[config.mk]
export PLATFORM = sky130hd
export DESIGN_NAME = simon_decrypt_ctrl
export DESIGN_NICKNAME = d
export VERILOG_FILES = /design/src/rtl/simon_decrypt_ctrl.sv
export SDC_FILE = /design/constraint.sdc
export NUM_CORES = 1
export LEC_CHECK = 0
export ABC_AREA = 1
export CAP_MARGIN = 10
export CORE_MARGIN = 1.5
export CORE_UTILIZATION = 28
export DETAILED_ROUTE_END_ITERATION = 10
export GPL_ROUTABILITY_DRIVEN = 0
export PLACE_DENSITY = 0.71
export SYNTH_ARGS = -nofsm -noshare
export SYNTH_HDL_FRONTEND = slang
export SYNTH_SLANG_ARGS = --single-unit
[constraint.sdc]
create_clock -name clk -period 1.4 [get_ports clk]
set_input_delay 0.14 -clock clk [delete_from_list [all_inputs] [get_ports clk]]
set_output_delay 0.14 -clock clk [all_outputs]
set_load 0.02 [all_outputs]
[src/rtl/simon_decrypt_ctrl.sv]
// Sequencing controller for an iterative SIMON32/64 decrypt core: accepts one
// ciphertext/key block, steps the core through all rounds and returns the plaintext.
module simon_decrypt_ctrl #(
    parameter int ROUNDS = 32,
    parameter int CNT_W  = 5
) (
    input  logic             clk,
    input  logic             rst,
    input  logic             in_valid,
    output logic             in_ready,
    input  logic [31:0]      in_ct,
    input  logic [63:0]      in_key,
    input  logic             abort,
    output logic             core_load,
    output logic [CNT_W-1:0] core_count,
    output logic [31:0]      core_text,
    output logic [63:0]      core_key,
    input  logic [31:0]      core_result,
    output logic             out_valid,
    input  logic             out_ready,
    output logic [31:0]      out_pt,
    output logic             busy
);

    localparam logic [CNT_W-1:0] LAST_ROUND = CNT_W'(ROUNDS - 1);

    typedef enum logic [1:0] {
        IDLE = 2'd0,
        LOAD = 2'd1,
        RUN  = 2'd2,
        DONE = 2'd3
    } state_t;

    state_t      state_r;
    logic [31:0] ct_r;
    logic [63:0] key_r;

    // Holding registers feed the core for the whole block, isolating it from the input bus.
    assign core_text = ct_r;
    assign core_key  = key_r;

    // Controller state machine; every output is a register updated alongside the state.
    always_ff @(posedge clk or negedge rst) begin
        if (!rst) begin
            state_r    <= IDLE;
            ct_r       <= 32'd0;
            key_r      <= 64'd0;
            in_ready   <= 1'b1;
            core_load  <= 1'b0;
            core_count <= '0;
            out_valid  <= 1'b0;
            out_pt     <= 32'd0;
            busy       <= 1'b0;
        end else begin
            case (state_r)
                IDLE: begin
                    if (in_valid) begin
                        ct_r       <= in_ct;
                        key_r      <= in_key;
                        state_r    <= LOAD;
                        in_ready   <= 1'b0;
                        busy       <= 1'b1;
                        core_load  <= 1'b1;
                        core_count <= '0;
                    end else begin
                        state_r <= IDLE;
                    end
                end
                LOAD: begin
                    core_load  <= 1'b0;
                    core_count <= '0;
                    if (abort) begin
                        state_r  <= IDLE;
                        in_ready <= 1'b1;
                        busy     <= 1'b0;
                    end else begin
                        state_r <= RUN;
                    end
                end
                RUN: begin
                    // Abort outranks completion so a cancelled block never reaches DONE.
                    if (abort) begin
                        state_r    <= IDLE;
                        core_count <= '0;
                        in_ready   <= 1'b1;
                        busy       <= 1'b0;
                    end else if (core_count == LAST_ROUND) begin
                        state_r    <= DONE;
                        core_count <= '0;
                        out_pt     <= core_result;
                        out_valid  <= 1'b1;
                    end else begin
                        core_count <= core_count + CNT_W'(1);
                    end
                end
                DONE: begin
                    if (out_ready) begin
                        state_r   <= IDLE;
                        out_valid <= 1'b0;
                        in_ready  <= 1'b1;
                        busy      <= 1'b0;
                    end else begin
                        state_r <= DONE;
                    end
                end
                default: begin
                    state_r    <= IDLE;
                    core_load  <= 1'b0;
                    core_count <= '0;
                    out_valid  <= 1'b0;
                    in_ready   <= 1'b1;
                    busy       <= 1'b0;
                end
            endcase
        end
    end

endmodule

==> metrics.yaml, run 1 <==
viasPerCell: 4.20
antenna_found_initial: 0
vdd_ir_drop_max_mv: 1.29
synth_compound_area_frac: 0.00987
synthAdderAreaFrac: 0.0161
synthCells: 623
ys_warn_count: 0
maxCapViolations: 0
cp.arrival_ns: 1.90
synthArstFlopShare: 1.00
synth_top_family_by_area: "simple AND/OR/NAND/NOR gates"
grt_overflow: 0
cts_tree: "built"
drc: 0
finalNetCount: 1065
setup_slack_ns: -0.210
rr_worst_depth: 10
floorplan.initialDensity: 0.289
r2r_start: "core_count[0]"
die_h_um: 143
rsz0062_at_grt: "true"
drt_wl_total_mm: 16.6
grtUsageTotal: 0.161
ys_seq_area_frac: 0.638
antenna_cells: 0
synth_cell_types: 17
wire_per_inst_um: 13.9
period_needed_ns: 1.61
synthMuxAreaShare: 0
synth_ff_type: "dfrtp_1"
multiInputGateArea_sq_mm: 0.00196
syn_area_sq_mm: 0.00545
synth_most_common_cell: "nand2_1"
die_area_sq_mm: 0.0203
crit_type: "reg2reg"
status: "complete, but fails checks"
r2r_end: "out_pt[8]"
portBuffers: 269
die_w_um: 143
synth_top_cell_by_area: "dfrtp_1"
ys_ff_latch: 139
grt_pass1_wl_mm: 25.2
regToRegSetupSlack_ns: -0.21
first_pass_iters: 4
placementRows: 50
hpwl_mm: 11.6
fillCellCount: 1780
final_layout_size_suffix_gt1_frac: 0.140
syn_nets: 763
period_share: 1.15
slew_violations: 0
synth-edff-count: 0
seq_area_sq_mm: 0.00348
cts_buffers: 17
synthXorXnorAreaFrac: 0
violations: "negative setup slack"
crit_path_end_kind: "flop"
grt_pass1_vias: 4968
leakage_nw: 5.13
skew_ns: 0.00643
syn_avg_cell_area_sq_um: 8.75
area_growth_pct: 74.5
power_density_mw_per_mm2: 1960
tightest_slew_ns: 0.302
finalHoldViolations: 0
ctsHtreeMaxLevel: 4
root_buffer: "clkbuf_16"
setup_viol: 33
startpoint: "core_count[0]"
cp_max_fo: 7
netlist_top_cells_area: "dfrtp_1 (63%), nand2_1 (28%), ha_1 (1.6%)"
grt_max_degree: 69
relSlewSlack: 0.799
pin_count: 270
cts.clk_slew.worst_paths_ns: 0.06
yosysTopAreaCellShare: 0.633
cts_sinks: 139
coreArea_sq_mm: 0.0189
critPathLaunchType: "flop"
yosys.area_share.simple: 0.297
worstSkewPairLatency_ns: 0.41
final.setup.tns_ns: -5.13
antenna_left: 0
synthTopCellsByCount: "nand2_1 (408), dfrtp_1 (138), buf_2 (16)"
worstPathRequired_ns: 1.69
vias: 5026
ctsLongestPathBuffers: 2
whs_ns: 0.184
hp-class: "in2async"
clock.fmax_mhz: 621
drtIter0Drc: 158
stage by stage:
step	instance area, sq um	worst slack (ns)	total power [W]	utilization	instances
final	9510	-0.210	0.0186	0.503	1198
after global routing	9510	-0.285	0.0198	0.503	1198
after CTS	9220	-0.116	0.0187	0.488	1192
after detailed placement	8670	-0.158	0.0145	0.459	1158
after global placement	8670	-0.105	0.0143	0.459	1158
after floorplan	5490	-0.139	0.0102	-	623
state kept, by name, indices dropped and copies added (netlist names):
name and cells:
busy 1, core_count 5, core_key 64, core_load 1, core_text 32, in_ready 1
out_pt 32, out_valid 1, state_r 2
area by class of cell:
class,count,area share
inverter,16,0.00789
clock buffer,19,0.0476
clock inverter,13,0.0225
timing repair buffer,309,0.315
sequential,139,0.366
tap,260,0.0342
multi-input combinational,442,0.207
critical path, stage by stage, from the launching register on:
cell       delay, ns
dfrtp_2         0.39
ha_4            0.15
nand2_4         0.06
nor2_4          0.09
ha_4            0.14
inv_4           0.04
nor2_4          0.18
clkinv_4        0.13
clkbuf_16       0.19
nand2_1         0.06
nand2_1         0.06
cells by family after synthesis:
logic type,after synthesis
DFF,139
AOI/OAI and AO/OA,10
adders and majority gates,7
buffers and inverters,42
and+or+nand+nor,425
metal layers:
metal  global-route usage  vias up  share of wire
met4               0.0467        0          0.015
met2                0.274      198           0.48
met3               0.0690       14          0.096
met1                0.184     2321           0.41
li1                     -     2493              -
met5                    0        -              0
layout by cell type, fill, tap and decap left out, drive strengths merged:
cell           instances
ha                     7
dfrtp                138
clkdlybuf4s50        131
nand2                410
clkinv                 5
dlygate4sd3            1
clkbuf                24
a21oi                  4
buf                   38
nand3                  9
o21ai                  6
nor2                   6
clkinvlp               2
clkdlybuf4s15          2
dfstp                  1
bufinv                 5
inv                   17
dlygate4sd2          132
timing repair:
action / in CTS / in global routing
cloned: 0 / 5
buffers inserted: 1 / 2
setup endpoints to repair: 211 / 136
pin swaps: 0 / 13
hold buffers: 1 / 0
gates resized for setup: 155 / 66
endpoints found under the hold margin: 139 / 0
worst max-delay path by stage:
stage and endpoint:
2_1_floorplan out_pt[10], 3_5_place_dp out_pt[21], 6_report out_pt[8], 5_1_grt out_pt[8], 4_1_cts out_pt[8], 3_3_place_gp out_pt[0]
where the power goes:
group	internal [W]	switching [W]	leakage, nW
clock network	0.00328	0.00179	0.320
logic	0.00297	0.00445	3.03
registers	0.00545	0.000713	1.78
total	0.0117	0.00695	5.13
Power figures use the tool's default switching activity.
==> inputs of run 2 (changes only) <==
- ABC_CLOCK_PERIOD_IN_PS: unset -> 1400
==> results of run 2 <==
Same layout as run 1: the final DEF is identical, and so are final timing and power.
